<file path="src/rtl/key_entry.sv">
// rtl/key_entry.sv - keypad operand entry with release lockout and valid/ready output
module key_entry #(
    parameter int DIGITS         = 8,
    parameter int RELEASE_CYCLES = 4
) (
    input  logic                         clk,
    input  logic                         rst,
    input  logic [4:0]                   keycode,
    input  logic                         keyclk,
    output logic [4*DIGITS-1:0]          out_data,
    output logic                         out_valid,
    input  logic                         out_ready,
    output logic [4*DIGITS-1:0]          disp_val,
    output logic [$clog2(DIGITS+1)-1:0]  digit_cnt,
    output logic                         neg,
    output logic                         overflow,
    output logic                         busy
);

    localparam int W  = 4 * DIGITS;
    localparam int CW = $clog2(DIGITS + 1);

    localparam logic [7:0]    REL_MAX = 8'(RELEASE_CYCLES);
    localparam logic [CW-1:0] CNT_MAX = CW'(DIGITS);

    localparam logic [4:0] K_DIGIT_END = 5'd16;
    localparam logic [4:0] K_BACKSPACE = 5'd16;
    localparam logic [4:0] K_CLEAR     = 5'd17;
    localparam logic [4:0] K_ENTER     = 5'd18;
    localparam logic [4:0] K_NEGATE    = 5'd19;

    typedef enum logic {
        ENTRY,
        SEND
    } state_t;

    state_t     state;
    logic       armed;
    logic [7:0] rel_cnt;
    logic       accept;

    // A press is taken only once the key has been released long enough.
    assign accept = keyclk & armed;

    // Release lockout: count low cycles, re-arm once the count reaches the limit.
    always_ff @(posedge clk) begin
        if (rst) begin
            armed   <= 1'b1;
            rel_cnt <= 8'd0;
        end else if (keyclk) begin
            rel_cnt <= 8'd0;
            armed   <= 1'b0;
        end else if (rel_cnt < REL_MAX) begin
            rel_cnt <= rel_cnt + 8'd1;
            if (rel_cnt + 8'd1 == REL_MAX) begin
                armed <= 1'b1;
            end
        end else begin
            armed <= 1'b1;
        end
    end

    // Entry/send state machine; disp_val doubles as the accumulator.
    always_ff @(posedge clk) begin
        if (rst) begin
            state     <= ENTRY;
            out_data  <= '0;
            out_valid <= 1'b0;
            disp_val  <= '0;
            digit_cnt <= '0;
            neg       <= 1'b0;
            overflow  <= 1'b0;
            busy      <= 1'b0;
        end else begin
            case (state)
                ENTRY: begin
                    if (accept) begin
                        if (keycode < K_DIGIT_END) begin
                            if (digit_cnt < CNT_MAX) begin
                                disp_val  <= {disp_val[W-5:0], keycode[3:0]};
                                digit_cnt <= digit_cnt + CW'(1);
                            end else begin
                                overflow <= 1'b1;
                            end
                        end else begin
                            case (keycode)
                                K_BACKSPACE: begin
                                    if (digit_cnt != '0) begin
                                        disp_val  <= disp_val >> 4;
                                        digit_cnt <= digit_cnt - CW'(1);
                                    end
                                end
                                K_CLEAR: begin
                                    disp_val  <= '0;
                                    digit_cnt <= '0;
                                    neg       <= 1'b0;
                                    overflow  <= 1'b0;
                                end
                                K_ENTER: begin
                                    out_data  <= neg ? (~disp_val + W'(1)) : disp_val;
                                    out_valid <= 1'b1;
                                    busy      <= 1'b1;
                                    state     <= SEND;
                                end
                                K_NEGATE: begin
                                    neg <= ~neg;
                                end
                                default: begin
                                    // Unassigned codes are ignored.
                                end
                            endcase
                        end
                    end
                end
                SEND: begin
                    // Keys here are dropped; the lockout block still consumes armed.
                    if (out_valid && out_ready) begin
                        out_valid <= 1'b0;
                        busy      <= 1'b0;
                        disp_val  <= '0;
                        digit_cnt <= '0;
                        neg       <= 1'b0;
                        overflow  <= 1'b0;
                        state     <= ENTRY;
                    end
                end
                default: begin
                    state <= ENTRY;
                end
            endcase
        end
    end

endmodule

</file>
<file path="config.mk">
export PLATFORM = sky130hd
export DESIGN_NAME = key_entry
export DESIGN_NICKNAME = d
export VERILOG_FILES = /design/src/rtl/key_entry.sv
export SDC_FILE = /design/constraint.sdc
export NUM_CORES = 1
export LEC_CHECK = 0
export ABC_AREA = 1
export BUFFER_PORTS_ARGS = -buffer_cell sky130_fd_sc_hd__buf_2
export CELL_PAD_IN_SITES_DETAIL_PLACEMENT = 1
export CELL_PAD_IN_SITES_GLOBAL_PLACEMENT = 1
export CORE_MARGIN = 2
export CORE_UTILIZATION = 39
export DETAILED_ROUTE_END_ITERATION = 10
export PLACE_DENSITY_LB_ADDON = 0.25
export SLEW_MARGIN = 20
export SYNTH_ARGS = -nofsm -noshare
export SYNTH_HDL_FRONTEND = slang
export SYNTH_SLANG_ARGS = --single-unit
</file>
<file path="constraint.sdc">
create_clock -name clk -period 2.1 [get_ports clk]
set_clock_uncertainty 0.15 [all_clocks]
set_input_delay 0 -clock clk [delete_from_list [all_inputs] [get_ports clk]]
set_output_delay 0 -clock clk [all_outputs]
set_load 0.03 [all_outputs]
</file>
After elaboration in Yosys (flattened, before gate mapping)
Cells that the tools add are included.
Storage, ports and cells
  input port bits: 9
  bits in registers: 81
  word-level logic and storage cells: 82
Cells by class
  eq/ne operators: 16
  reduce and logical (&&, ||, !) cells: 8
  order comparisons: 3
  bitwise gates (word level): 5
  muxes and demuxes: 37
  $add $sub $neg: 4
Operator list (count)
  $mux W32: 6
  $pmux W32 S2: 2
  $add A32 B1 Y32 const B: 1
  $not A32 Y32: 1
  $eq A5 B5 Y1 const B: 4
  $mux W4: 5
  $mux W1: 17
  $pmux W4 S2: 2
  $reduce_and A4 Y1: 4
  $pmux W1 S2: 5
  $add A8 B1 Y8 const B: 1
  $eq A8 B3 Y1 const B: 1
  $lt A8 B3 Y1 const B: 1
  $ne A3 B2 Y1 const B: 2
  $ne A3 B3 Y1 const B: 2
  $lt A5 B5 Y1 const B: 1
  $reduce_and A5 Y1: 1
  $add A4 B1 Y4 const B: 1
  $lt A4 B4 Y1 const B: 1
  $ne A2 B1 Y1 const B: 2
  $ne A2 B2 Y1 const B: 2
  $ne A4 B2 Y1 const B: 1
  $ne A4 B4 Y1 const B: 1
  $reduce_bool A4 Y1: 1
  other kinds (6): 8

Depth between registers and ports, before layout
  word-level depth: 6
  gate-level depth with buffers: 11

Worst setup path before layout
OpenSTA, ideal clock, no wires.
  path kind: register -> register
  start point: register digit_cnt[0]
  end point: register disp_val[30]
  buffers on the path: 1
  slack: 0.294 ns
  library setup time: 0.070 ns
  stages on the path, launching flop included: 11
  arrival time: 1.585 ns
  cells stage by stage: dfxtp_1 inv_1 ha_1 nand4_1 nand3_1 nand2_1 nand2_2 inv_2 buf_2 nand3_1 a21oi_1
On the way
  longest elaborated chain between the ends: 3
  elaborated cells on any way between the ends: 5
  those cells by class: 1 x order compare; 2 x eq/ne; 2 x reduce/logical
Ends and longest elaborated chain
  start: declaration: line 14  | output logic [$clog2(DIGITS+1)-1:0] digit_cnt,
  start signal: assignment: line 81  | digit_cnt <= digit_cnt + CW'(1);
  start signal: assignment: line 90  | digit_cnt <= digit_cnt - CW'(1);
  $lt A4 B4 Y1 / $reduce_bool A4 Y1 (equally long branches): line 79, 88
  $ne A3 B3 Y1 (no line) / $ne A4 B4 Y1 (equally long branches)
  $reduce_and A5 Y1 (no line) (*)
  end signal: assignment: line 80  | disp_val <= {disp_val[W-5:0], keycode[3:0]};
  end signal: assignment: line 89  | disp_val <= disp_val >> 4;
  end: declaration: line 13  | output logic [4*DIGITS-1:0] disp_val,
Every way passes the cells marked *; elsewhere a longest branch is shown, timed or not.
A chain may end at the register's enable or synchronous reset.

Worst setup path after layout
  start point: register state
  end point: register disp_val[30]
On the way
  longest elaborated chain between the ends: 3
  elaborated cells on any way between the ends: 8
  those cells by class: 5 x eq/ne; 1 x mux; 1 x bitwise; 1 x reduce/logical
Ends and longest elaborated chain
  start: declaration: line 37  | state_t state;
  start signal: assignment: line 66  | state <= ENTRY;
  start signal: assignment: line 103  | state <= SEND;
  start signal: assignment: line 124  | state <= ENTRY;
  $not A1 Y1 (no line)
  $ne A4 B2 Y1 (no line), or another cell as far along
  $reduce_and A5 Y1 (no line)
Parallel ways exist; a longest one is shown, timed or not.

==> results.json <==
{
  "cp.arrival_ns": 2.07,
  "path_clk_slew_ns": 0.09,
  "synth_cell_type_count": 27,
  "cts_buffer_depth": 2,
  "grt_pass1_wl_um": 23600,
  "fin_area_um2": 5090,
  "grt_pass1_vias": 4546,
  "final_cell_mix": "121 x nand2_1, 81 x dfxtp_1, 80 x buf_2, 77 x a21oi_1, 76 x nor2_1",
  "period_share_pct": 91.3,
  "synth_seq_cells": 81,
  "place_area_um2": 4800,
  "status": "finished clean",
  "fin_cells": 859,
  "synth_area_leaders": "dfxtp_1 39%, nand2_1 11%, a21oi_1 9.2%",
  "fin_crit_ns": 1.92,
  "powerDensity_nw_per_um2": 648,
  "area_growth_pct": 21.3,
  "vias": 4580,
  "fp.dieH_um": 108,
  "p_seq_share_pct": 49.2,
  "grt_antenna_before_repair": 0,
  "max_stage_delay_ns": 0.53,
  "slew_violations": 0,
  "cts_tree": "yes",
  "p_leak_nw": 2.41,
  "root_buffer": "clkbuf_8",
  "slew_headroom_pct": 69.2,
  "p_sw_share_pct": 31.5,
  "yosys.area.top_type_share_pct": 38.6,
  "overflow": 0,
  "critPathTopFamily": "flip-flops",
  "synth_area_um2": 4200,
  "comb_power_share_pct": 17.7,
  "grt_max_degree": 32,
  "cap_violations": 0,
  "layout.cells.most_common": "nand2_1",
  "dieArea_um2": 11600,
  "drt-wirelength-per-cell_um": 16.8,
  "row_count": 37,
  "numCtsBuffers": 9,
  "clockPowerShare_pct": 33.2,
  "fmax_mhz": 521,
  "syn_nets": 644,
  "cp-start-kind": "flop",
  "ant_nets": 0,
  "end_kind": "flop",
  "dp.cells": 834,
  "finalWirelength_um": 14400,
  "ir_drop_v": 0.000361,
  "start_util_pct": 40.5,
  "synth_area_leader_cell": "dfxtp_1",
  "ys_seq_area_share_pct": 38.6,
  "rsz0062_at_grt": "no",
  "power.switching_w": 0.00104,
  "setup_viol": 0,
  "worstPathRequired_ns": 2.26,
  "htree_levels": 3,
  "cpMaxStageDelayCell": "dfxtp_1",
  "worst_pin_slew_ns": 0.457,
  "antenna_cells": 0,
  "path_cells": "inv_1, nand2_1, nand2_1, a21oi_1, nand2_2, inv_4, buf_4, nand3_1, a21oi_1",
  "gp_congestion": 0.931,
  "path_class": "reg2reg",
  "core_um2": 10400,
  "postCtsSetupRepairBufs": 0,
  "critPathBufInv": 3,
  "via_per_inst": 5.33,
  "post-route-util_pct": 49.1,
  "die_x_um": 108,
  "setup_tns_ns": 0,
  "avgSynthCellArea_um2": 6.67,
  "worstPathMaxFanout": 10,
  "boundaryPins": 81,
  "finalHoldViolations": 0,
  "nNetsFinal": 732,
  "first_pass_iters": 4,
  "dr.first_iter.drc_count": 251,
  "drc": 0,
  "yosys_warnings": 0,
  "hold_class": "reg2reg",
  "p_int_w": 0.00226,
  "hpwl_um": 10300,
  "cts.sinks": 81,
  "drive_gt1_share_pct": 17.3,
  "synth_cells": 630,
  "port_buffers": 80,
  "total_power_w": 0.00330,
  "clock_latency_ns": 0.36,
  "groute.usage.overall_pct": 25.9
}
## what timing repair did
item                                    in CTS  in global routing
resized for setup                            0                  6
endpoints found under the setup margin       0                 10
hold endpoints to repair                    18                  0
hold buffers                                 9                  0
## final timing paths
| path | start | cells after the start | endpoint | slack (ns) |
|---|---|---|---|---|
| worst max-delay path | state$_SDFF_PP0_ | 9 | disp_val[30]$_SDFFE_PP0P_ | 0.18 |
| worst min-delay path | rel_cnt[5]$_SDFFE_PP0N_ | 2 | rel_cnt[5]$_SDFFE_PP0N_ | 0.30 |
| worst min register to register | rel_cnt[5]$_SDFFE_PP0N_ | 2 | rel_cnt[5]$_SDFFE_PP0N_ | 0.30 |
| worst max register to register | state$_SDFF_PP0_ | 9 | disp_val[30]$_SDFFE_PP0P_ | 0.18 |
## cells in the mapped netlist, drive strengths merged
| master | number |
|---|---|
| dfxtp | 81 |
| o21bai | 2 |
| o22ai | 18 |
| nor2 | 80 |
| inv | 68 |
| xor2 | 15 |
| clkbuf | 12 |
| nand2 | 124 |
| o211ai | 1 |
| ha | 5 |
| a21oi | 77 |
| a31oi | 4 |
| xnor2 | 2 |
| nand3 | 43 |
| o21a | 2 |
| nor3 | 5 |
| o21ai | 60 |
| buf | 20 |
| nand4 | 11 |
## flip-flops by register name (all words and copies together), names as in the netlist
| name | cells |
|---|---|
| armed | 1 |
| busy | 1 |
| digit_cnt | 4 |
| disp_val | 32 |
| neg | 1 |
| out_data | 32 |
| overflow | 1 |
| rel_cnt | 8 |
| state | 1 |
## logic make-up (layout without fill, tap and decap cells)
kind of cell	count (synthesis)	in the layout	synth area share [%]
AND/OR/NAND/NOR	263	263	26.1
adder cells (fa/ha/maj)	5	5	1.49
XOR/XNOR	17	17	3.55
buffers and inverters	100	193	9.74
AO/OA/AOI/OAI	164	164	20.5
flip-flops	81	81	38.6
## power by group through the flow
stage	sequential, W	combinational [W]	clock (W)
after CTS	0.00162	0.000575	0.00112
after floorplan	0.00172	0.000307	0
after global routing	0.00163	0.000641	0.00118
after global placement	0.00165	0.000545	0
after detailed placement	0.00166	0.000558	0
final	0.00162	0.000583	0.00109
## through the flow
| stage | setup WS, ns | hold slack [ns] |
|---|---|---|
| 2_1_floorplan | 0.294 | -0.0360 |
| 3_3_place_gp | 0.153 | 0.0796 |
| 3_5_place_dp | 0.0451 | 0.101 |
| 4_1_cts | 0.0550 | 0.302 |
| 5_1_grt | 0.00773 | 0.319 |
| 6_report | 0.182 | 0.300 |
## final cells by class
cell class | count | area [um^2]
Multi-Input combinational cell | 449 | 2180
Fill cell | 1419 | 5280
Clock inverter | 4 | 27.5
Timing Repair Buffer | 109 | 678
Inverter | 68 | 258
Sequential cell | 81 | 1620
Clock buffer | 12 | 155
Tap cell | 136 | 170
## routing by layer
metal	global-route usage [%]	up-vias	share of wire, %
li1	-	2247	-
met1	35.1	2213	47
met2	42.7	107	47
met3	3.69	13	4.6
met4	7.42	0	1.1
met5	0	-	0
## worst min-delay path, cell delays in order (launching register included)
cell     delay [ns]
dfxtp_1        0.30
inv_1          0.06
nor2_1         0.05
(Power assumes the default switching activity.)
